--- config.mk ---
export PLATFORM = sky130hd
export DESIGN_NAME = bridge_buffer_ctrl
export DESIGN_NICKNAME = d
export VERILOG_FILES = /design/src/rtl/bridge_buffer_ctrl.sv
export SDC_FILE = /design/constraint.sdc
export NUM_CORES = 1
export LEC_CHECK = 0
export BUFFER_PORTS_ARGS = -buffer_cell sky130_fd_sc_hd__clkbuf_2
export CAP_MARGIN = 20
export CORE_MARGIN = 4
export CORE_UTILIZATION = 51
export DETAILED_ROUTE_END_ITERATION = 10
export GPL_ROUTABILITY_DRIVEN = 0
export PLACE_DENSITY_LB_ADDON = 0.1
export SLEW_MARGIN = 20
export SYNTH_ARGS = -nofsm -noshare
export SYNTH_HDL_FRONTEND = slang
export SYNTH_SLANG_ARGS = --single-unit
--- constraint.sdc ---
create_clock -name clk -period 1.62 [get_ports clk]
set_input_delay 0.162 -clock clk [delete_from_list [all_inputs] [get_ports clk]]
set_output_delay 0.162 -clock clk [all_outputs]
set_load 0.005 [all_outputs]
--- src/rtl/bridge_buffer_ctrl.sv ---
// bridge_buffer_ctrl: sequencing controller for one bridge-buffer bank.
// The write side captures one tile of TOTAL_DEPTH words through port A. The read
// side replays the tile through port B, one slice per handshake, NUM_PASSES times.
// Optional build macro: BRIDGE_BUF_CTRL_PREFETCH_EN. When it is defined, the
// fetch of the next word overlaps the last-slice handshake of the current word.
module bridge_buffer_ctrl #(
  parameter int TOTAL_MODULES = 4,
  parameter int TOTAL_DEPTH   = 12,
  parameter int ADDR_WIDTH    = 8,
  parameter int NUM_PASSES    = 1
) (
  input  logic                             clk,
  input  logic                             rst_n,
  input  logic                             abort,
  input  logic                             in_valid,
  output logic                             in_ready,
  output logic                             bank0_ena,
  output logic                             bank0_wea,
  output logic [ADDR_WIDTH-1:0]            bank0_addra,
  output logic                             bank0_enb,
  output logic [ADDR_WIDTH-1:0]            bank0_addrb,
  output logic [$clog2(TOTAL_MODULES)-1:0] slicing_idx,
  output logic                             out_valid,
  input  logic                             out_ready,
  output logic                             tile_done
);

  localparam int SW = $clog2(TOTAL_MODULES);
  localparam int PW = (NUM_PASSES > 1) ? $clog2(NUM_PASSES) : 1;
  localparam logic [ADDR_WIDTH-1:0] LAST_ADDR  = ADDR_WIDTH'(TOTAL_DEPTH - 1);
  localparam logic [SW-1:0]         LAST_SLICE = SW'(TOTAL_MODULES - 1);
  localparam logic [PW-1:0]         LAST_PASS  = PW'(NUM_PASSES - 1);

  typedef enum logic [1:0] {
    S_IDLE,
    S_WRITE,
    S_FETCH,
    S_READ
  } state_t;

  state_t                state, state_nxt;
  logic [ADDR_WIDTH-1:0] wr_ptr, wr_ptr_nxt;
  logic [ADDR_WIDTH-1:0] rd_ptr, rd_ptr_nxt;
  logic [SW-1:0]         slice, slice_nxt;
  logic [PW-1:0]         pass, pass_nxt;
  logic                  tile_done_nxt;

  // State, pointers and the registered tile_done pulse.
  always_ff @(posedge clk or negedge rst_n) begin
    if (!rst_n) begin
      state     <= S_IDLE;
      wr_ptr    <= '0;
      rd_ptr    <= '0;
      slice     <= '0;
      pass      <= '0;
      tile_done <= 1'b0;
    end else begin
      state     <= state_nxt;
      wr_ptr    <= wr_ptr_nxt;
      rd_ptr    <= rd_ptr_nxt;
      slice     <= slice_nxt;
      pass      <= pass_nxt;
      tile_done <= tile_done_nxt;
    end
  end

  // Next-state, counter updates and the combinational bank controls.
  always_comb begin
    state_nxt     = state;
    wr_ptr_nxt    = wr_ptr;
    rd_ptr_nxt    = rd_ptr;
    slice_nxt     = slice;
    pass_nxt      = pass;
    tile_done_nxt = 1'b0;
    in_ready      = 1'b0;
    out_valid     = 1'b0;
    bank0_enb     = 1'b0;
    bank0_addra   = wr_ptr;
    bank0_addrb   = rd_ptr;
    slicing_idx   = '0;

    unique case (state)
      S_IDLE: begin
        state_nxt = S_WRITE;
      end

      S_WRITE: begin
        in_ready = 1'b1;
        if (in_valid) begin
          if (wr_ptr == LAST_ADDR) begin
            wr_ptr_nxt = '0;
            state_nxt  = S_FETCH;
          end else begin
            wr_ptr_nxt = wr_ptr + 1'b1;
          end
        end
      end

      S_FETCH: begin
        bank0_enb = 1'b1;
        state_nxt = S_READ;
      end

      S_READ: begin
        out_valid   = 1'b1;
        slicing_idx = slice;
        if (out_ready) begin
          if (slice != LAST_SLICE) begin
            slice_nxt = slice + 1'b1;
          end else begin
            slice_nxt = '0;
            if (rd_ptr != LAST_ADDR) begin
              rd_ptr_nxt = rd_ptr + 1'b1;
`ifdef BRIDGE_BUF_CTRL_PREFETCH_EN
              // Issue the next word's read now so its data lands exactly when
              // slice 0 is presented; the FSM stays in S_READ.
              bank0_enb   = 1'b1;
              bank0_addrb = rd_ptr + 1'b1;
`else
              state_nxt  = S_FETCH;
`endif
            end else if (pass != LAST_PASS) begin
              pass_nxt   = pass + 1'b1;
              rd_ptr_nxt = '0;
              state_nxt  = S_FETCH;
            end else begin
              rd_ptr_nxt    = '0;
              pass_nxt      = '0;
              tile_done_nxt = 1'b1;
              state_nxt     = S_WRITE;
            end
          end
        end
      end

      default: begin
        state_nxt = S_IDLE;
      end
    endcase

    // Abort overrides everything. A write presented in the same cycle still
    // reaches the bank, but the pointer restarts at 0.
    if (abort) begin
      state_nxt     = S_WRITE;
      wr_ptr_nxt    = '0;
      rd_ptr_nxt    = '0;
      slice_nxt     = '0;
      pass_nxt      = '0;
      tile_done_nxt = 1'b0;
    end

    bank0_ena = in_ready & in_valid;
    bank0_wea = in_ready & in_valid;
  end

endmodule

# == Yosys cells after proc, flatten, opt, wreduce, memory -nomap -nowiden ==
# Cells that the tools add are included.
# op_classes
add_sub_neg,4
eq_ne,12
mux,37
bitwise,1
n_reduce_logical,10
# ops
operator,n
$mux W8,9
$mux W2,12
$add A8 B1 Y8 const B,2
$mux W1,15
$ne A3 B3 Y1 const B,4
$eq A8 B4 Y1 const B,1
$ne A8 B4 Y1 const B,1
$pmux W2 S4,1
$reduce_and A4 Y1,2
$reduce_bool A2 Y1,4
$ne A2 B2 Y1 const B,3
$eq A2 B2 Y1 const B,2
$reduce_and A2 Y1,2
$reduce_and A3 Y1,1
$add A2 B1 Y2 const B,1
$eq A2 B1 Y1 const B,1
$logic_not A2 Y1,1
$add A1 B1 Y1 const B,1
$and A1 B1 Y1,1
# word_totals
reg_bits,22
inputBits,5
output_inout_bits,24
word_cells,70

# == Depth between registers and ports, before layout ==
# Gate-level depths: netlist of the first run.
# depth
word_depth,7
mapped_depth,6
mapped_depth_nobuf,5

# == Least setup slack after synthesis of the first run ==
# Ideal clock, no wire load.
# synth_timing
kind,flip-flop to flip-flop
from,register slice[0]
to,register rd_ptr[3] (netlist: bank0_addrb[3])
setup_ns,0.119
arrival_ns,1.323
t_required_ns,1.501
slack_ns,0.178
path_stages_with_launch,7
synth_period_minus_slack_ns,1.442
path_cell_list,dfrtp_1 > ha_1 > and4_1 > buf_2 > o2111ai_1 > xnor2_1 > and2_1
# synth_via
elab_chain_len,3
# synth_lines
element,line,text
from (decl),44,"logic [SW-1:0] slice, slice_nxt;"
from (signal assigned),61,slice <= slice_nxt;
$ne A2 B2 Y1,108,if (slice != LAST_SLICE) begin
$ne A2 B2 Y1 (no line),-,
$reduce_and A3 Y1 (no line),-,
to (signal assigned),60,rd_ptr <= rd_ptr_nxt;
to (decl),43,"logic [ADDR_WIDTH-1:0] rd_ptr, rd_ptr_nxt;"
# No other way between the ends.
# A chain may end at the register's enable or synchronous reset.

# == Final worst setup path of the first run ==
# layout_timing
from,register state[1]
to,output port bank0_ena
# layout_via
elab_chain_len,3
# layout_lines
element,line,text
from (decl),41,"state_t state, state_nxt;"
from (signal assigned),58,state <= state_nxt;
$eq A2 B1 Y1,82,unique case (state)
$mux W1,82,
$and A1 B1 Y1,152,bank0_ena = in_ready & in_valid;
to (decl),17,"output logic bank0_ena,"
# No other way between the ends.

==> results.py, run 1 <==
metrics = {
    "die": {
        "dieWidth_um": 55.4,
        "die_h_um": 55.4,
        "ios": 29,
        "rows": 16,
        "start_util_pct": 56.0,
        "fp.coreArea_sq_um": 2040,
        "die_area_sq_um": 3060,
    },
    "worst_setup_path": {
        "crit_path_max_incr_delay_ns": 0.48,
        "crit_required_ns": 1.46,
        "start_kind": "flip-flop",
        "crit_buf_inv": 2,
        "crit_family": "flip-flops",
        "crit_fanout": 10,
        "worstSetupPathType": "flip-flop to output port",
        "crit_chain": "and3b_1 -> buf_4 -> clkbuf_2",
        "crit_slowest_cell": "dfrtp_2",
        "crit_arrival_ns": 1.37,
        "critPathCaptureType": "output port",
    },
    "cells_and_area": {
        "seqCellArea_sq_um": 527,
        "multi_input_area_sq_um": 588,
        "layout_common_cells": "28 x clkbuf_2, 20 x dfrtp_1, 14 x nor2_1",
        "final_util_pct": 67.3,
        "instances_no_fill": 171,
        "fin_nets": 153,
        "area_delta_synth_final_pct": 20.1,
        "diodes": 0,
        "fillers": 180,
        "layout_commonest_cell": "clkbuf_2",
        "drive_above_1_share_pct": 34.0,
    },
    "synth": {
        "synth.cell_area_sq_um": 1140,
        "ys_ff_latch": 21,
        "synth_ff_type": "dfrtp_1",
        "async_reset_ff_share_pct": 100,
        "seq_area_frac_synth_pct": 46.0,
        "yosysWarnings": 0,
        "synth_area_leaders": "dfrtp_1 46%, xor2_1 6.9%, nor2_1 4.6%, o2111ai_1 3.8%, ha_1 3.3%",
        "avgSynthCellArea_sq_um": 10.3,
        "synthCells": 111,
        "synthesis.nets": 119,
        "synth_top_area_share_pct": 46.0,
        "synth_edf_count": 0,
        "synth.largest_area_cell": "dfrtp_1",
        "synth.distinct_cells": 35,
    },
    "run": {
        "maxCapViolations": 0,
    },
    "sta": {
        "drv_slew": 0,
        "hold_ws_ns": 0.176,
        "rsz0062_at_grt": "false",
        "fmax_mhz": 652,
        "max-slew-margin-rel_pct": 64.5,
        "finalSetupViolCount": 0,
        "fin_worst_skew_ns": 0.000981,
        "finalHoldViolCount": 0,
        "finalCritPeriodShare_pct": 94.7,
        "final.setup.tns_ns": 0,
        "period_needed_ns": 1.53,
        "tightest_slew_ns": 0.532,
    },
    "power_and_ir_drop": {
        "power_per_cell_area_nw_per_um2": 617,
        "power_mw": 0.848,
        "p_leak_nw": 0.681,
        "irDropWorstVdd_uv": 379,
    },
    "clock_tree": {
        "clk_path_buf_depth": 2,
        "cts_buffers": 3,
        "root_buffer": "clkbuf_4",
        "cts_tree": "built",
        "cts_sinks": 21,
        "htree_levels": 1,
        "clock_latency_ns": 0.29,
        "path_clk_slew_ns": 0.12,
        "cts_setup_buffers": 0,
    },
    "global_routing": {
        "grt_pass1_wl_um": 4120,
        "grt_use_total_pct": 16.5,
        "antenna_found_initial": 0,
        "grt_pass1_vias": 887,
        "grt-ovfl-total": 0,
        "grt_max_degree": 22,
    },
    "placement": {
        "dpl.cell_count": 166,
        "port_buffers": 28,
        "hpwl_um": 1850,
    },
    "routing": {
        "num_vias": 956,
        "drtIter0Drc": 25,
        "wl_um": 2490,
        "viasPerCell": 5.59,
        "drcViolationCount": 0,
        "drt_pre_antenna_iters": 4,
        "final_antenna_net_count": 0,
        "routedWlPerCell_um": 14.5,
    },
    "status": {
        "status": "completed",
    },
    "hold_path": {
        "hold_path.class": "primary input to flip-flop",
    },
}
-- path summary, 6_finish.rpt --
path | start | endpoint | slack, ns | cells past startpoint
worst max-delay path | state[1]$_DFFE_PN0P_ | bank0_ena | 0.09 | 3
worst min-delay path | abort | bank0_addrb[1]$_DFFE_PN0P_ | 0.18 | 2
worst max register to register | slice[0]$_DFFE_PN0P_ | bank0_addrb[3]$_DFFE_PN0P_ | 0.10 | 5
worst min register to register | slice[1]$_DFFE_PN0P_ | slice[1]$_DFFE_PN0P_ | 0.58 | 2
max in group asynchronous | rst_n | state[1]$_DFFE_PN0P_ | 0.88 | 2
min in group asynchronous | rst_n | bank0_addra[7]$_DFFE_PN0P_ | 0.36 | 2
-- sequential cells by signal, indices dropped and copies added (netlist names) --
register and cells:
state 2, bank0_addra 8, tile_done 1, bank0_addrb 8
slice 2
-- layer usage --
| layer | routed length, um | global-route usage, % |
|---|---|---|
| met1 | 1200 | 22.4 |
| met2 | 1180 | 26.0 |
| met3 | 90 | 3.03 |
| met4 | 18 | 6.25 |
| met5 | 0 | 0 |
-- metrics by stage --
step	worst slack, ns	cell area [sq um]
6_report	0.0859	1370
2_1_floorplan	0.178	1140
4_1_cts	0.0463	1360
5_1_grt	0.00582	1370
3_3_place_gp	0.110	1320
3_5_place_dp	0.0975	1320
-- worst reg2reg max path, cell delays in order (launching register included) --
cell and delay [ns]:
dfrtp_1 0.43, ha_1 0.23, and4_2 0.30, o2111ai_1 0.24
xnor2_1 0.08, and2_1 0.15
-- report_power, final --
| group | internal (mW) | leakage, nW | switching (mW) |
|---|---|---|---|
| Clock | 0.0957 | 0.0150 | 0.155 |
| Sequential | 0.529 | 0.285 | 0.00577 |
| Combinational | 0.0233 | 0.381 | 0.0387 |
| Total | 0.648 | 0.681 | 0.200 |
-- synth_stat cells, types with 2 or more instances --
library cell	count
nand4_1	4
a21oi_1	5
and2_1	3
nor2_1	14
o2111ai_1	5
nor3_1	2
dfrtp_1	21
buf_2	2
nand2_1	7
nand4_2	2
and3_1	3
ha_1	3
and3_2	2
mux2i_1	2
inv_1	3
xor2_1	9
nand3_1	3
o21ai_0	2
xnor2_1	3
-- cell families after synthesis --
group / share of synthesized area, %
adder cells (fa/ha/maj): 3.28
multiplexers: 1.75
flip-flops: 46.0
AND/OR/NAND/NOR: 25.1
XOR/XNOR: 9.19
buffers and inverters: 3.83
AO/OA/AOI/OAI: 10.9
-- layout make-up --
cell class | count | share of cell area (%)
tap | 27 | 2.46
inverter | 3 | 0.820
timing repair buffer | 34 | 13.7
clock buffer | 4 | 1.91
multi-input combinational | 82 | 42.8
sequential | 21 | 38.3
-- timing repair --
action	CTS	global route
gates resized for setup	0	4
hold buffers	1	0
hold endpoints to repair	21	0
endpoints found under the setup margin	0	6
Power figures use the tool's default switching activity.
==> run 2: changes to the inputs <==
--- a/config.mk
+++ b/config.mk
@@ -9,6 +9,7 @@
 export CAP_MARGIN = 20
 export CORE_MARGIN = 4
 export CORE_UTILIZATION = 51
+export CTS_BUF_LIST = sky130_fd_sc_hd__clkbuf_4 sky130_fd_sc_hd__clkbuf_8 sky130_fd_sc_hd__clkbuf_16
 export DETAILED_ROUTE_END_ITERATION = 10
 export GPL_ROUTABILITY_DRIVEN = 0
 export PLACE_DENSITY_LB_ADDON = 0.1
==> results.py, run 2 (synthesized netlist as in run 1, its figures left out) <==
metrics = {
    "die": {
        "ios": 29,
        "dieWidth_um": 55.4,
        "rows": 16,
        "die_area_sq_um": 3060,
        "fp.coreArea_sq_um": 2040,
        "start_util_pct": 56.0,
        "die_h_um": 55.4,
    },
    "global_routing": {
        "grt_pass1_wl_um": 4130,
        "grt_max_degree": 22,
        "antenna_found_initial": 0,
        "grt-ovfl-total": 0,
        "grt_use_total_pct": 16.5,
        "grt_pass1_vias": 887,
    },
    "power_and_ir_drop": {
        "power_mw": 0.876,
        "p_comb_share_pct": 7.1,
        "p_sw_share_pct": 24.0,
        "p_int_mw": 0.665,
        "p_clk_share_pct": 31.8,
        "power_per_cell_area_nw_per_um2": 636,
        "seqPwrFrac_pct": 61.1,
        "switchingPower_mw": 0.210,
        "p_leak_nw": 0.685,
        "irDropWorstVdd_uv": 391,
    },
    "cells_and_area": {
        "instances_no_fill": 171,
        "seqCellArea_sq_um": 527,
        "fillers": 178,
        "multi_input_area_sq_um": 588,
        "fin_nets": 153,
        "layout_common_cells": "28 x clkbuf_2, 20 x dfrtp_1, 14 x nor2_1",
        "drive_above_1_share_pct": 34.7,
        "diodes": 0,
        "layout_commonest_cell": "clkbuf_2",
        "area_delta_synth_final_pct": 20.5,
    },
    "sta": {
        "finalSetupViolCount": 0,
        "final.setup.tns_ns": 0,
        "finalCritPeriodShare_pct": 95.3,
        "fmax_mhz": 648,
        "finalHoldViolCount": 0,
        "rsz0062_at_grt": "false",
        "max-slew-margin-rel_pct": 64.5,
        "drv_slew": 0,
        "period_needed_ns": 1.54,
        "tightest_slew_ns": 0.533,
        "hold_ws_ns": 0.167,
        "fin_worst_skew_ns": 0.00143,
    },
    "routing": {
        "num_vias": 951,
        "drcViolationCount": 0,
        "wl_um": 2520,
        "final_antenna_net_count": 0,
        "drt_pre_antenna_iters": 4,
        "routedWlPerCell_um": 14.7,
        "drtIter0Drc": 24,
        "viasPerCell": 5.56,
    },
    "worst_setup_path": {
        "worstSetupPathType": "flip-flop to output port",
        "crit_fanout": 10,
        "crit_slowest_cell": "dfrtp_2",
        "crit_chain": "and3b_1 -> buf_4 -> clkbuf_2",
        "crit_path_max_incr_delay_ns": 0.48,
        "ff2ff_path_depth": 5,
        "crit_required_ns": 1.46,
        "critPathCaptureType": "output port",
        "start_kind": "flip-flop",
        "crit_arrival_ns": 1.38,
    },
    "clock_tree": {
        "htree_levels": 1,
        "cts_tree": "built",
        "clock_latency_ns": 0.30,
        "cts_sinks": 21,
        "path_clk_slew_ns": 0.12,
        "cts_buffers": 3,
        "root_buffer": "clkbuf_4",
        "clk_path_buf_depth": 2,
    },
    "hold_path": {
        "whs_path_depth": 2,
        "hold_path.class": "primary input to flip-flop",
    },
    "placement": {
        "port_buffers": 28,
        "dpl.cell_count": 166,
        "hpwl_um": 1850,
    },
    "run": {
        "maxCapViolations": 0,
    },
    "status": {
        "status": "completed",
    },
}
[run 2: cell counts in the layout (fill, tap and decap cells not counted)]
Identical to the previous run, type by type.
[run 2: critical path: cells and delay by family, from the launching register on]
kind | cells | cell delay (ns)
flops | 1 | 0.48
buf+inv | 2 | 0.32
simple gates | 1 | 0.28
[run 2: final cells by class]
class	count	share of cell area, %
Clock buffer	4	2.18
Inverter	3	0.817
Multi-Input combinational cell	82	42.7
Sequential cell	21	38.2
Tap cell	27	2.45
Timing Repair Buffer	34	13.6
[run 2: what timing repair did]
| action | 4_1_cts | 5_1_grt |
|---|---|---|
| resized for setup | 0 | 4 |
| setup buffers | 0 | 0 |
| hold endpoints to repair | 21 | 0 |
| setup endpoints to repair | 0 | 6 |
| hold buffers | 1 | 0 |
[run 2: final timing paths]
| check | from | end | slack [ns] |
|---|---|---|---|
| worst min register to register | slice[1]$_DFFE_PN0P_ | slice[1]$_DFFE_PN0P_ | 0.58 |
| worst max-delay path | state[1]$_DFFE_PN0P_ | bank0_ena | 0.08 |
| worst max register to register | slice[0]$_DFFE_PN0P_ | bank0_addrb[3]$_DFFE_PN0P_ | 0.10 |
| max in group asynchronous | rst_n | state[1]$_DFFE_PN0P_ | 0.89 |
| worst min-delay path | abort | bank0_addrb[1]$_DFFE_PN0P_ | 0.17 |
| min in group asynchronous | rst_n | bank0_addra[5]$_DFFE_PN0P_ | 0.35 |
[run 2: per-stage QoR]
| stage | util (%) | setup WS [ns] | instance area (sq um) |
|---|---|---|---|
| 2_1_floorplan | - | 0.178 | 1140 |
| 3_3_place_gp | 64.8 | 0.110 | 1320 |
| 3_5_place_dp | 64.8 | 0.0975 | 1320 |
| 4_1_cts | 66.7 | 0.0463 | 1360 |
| 5_1_grt | 67.5 | 0.00582 | 1380 |
| 6_report | 67.5 | 0.0763 | 1380 |
[run 2: power groups by stage]
stage          registers (mW)  logic (mW)  clock network, mW
5_1_grt                 0.536      0.0718              0.294
6_report                0.535      0.0621              0.278
4_1_cts                 0.535      0.0631              0.279
3_3_place_gp            0.545      0.0610                  0
2_1_floorplan           0.545      0.0311                  0
3_5_place_dp            0.545      0.0611                  0
[run 2: per-layer routing]
metal | vias to the layer above | share of wire, % | global-route usage, %
met5 | - | 0 | 0
met4 | 0 | 0.72 | 6.25
li1 | 462 | - | -
met1 | 465 | 48 | 22.5
met2 | 22 | 47 | 26.0
met3 | 2 | 3.9 | 3.03
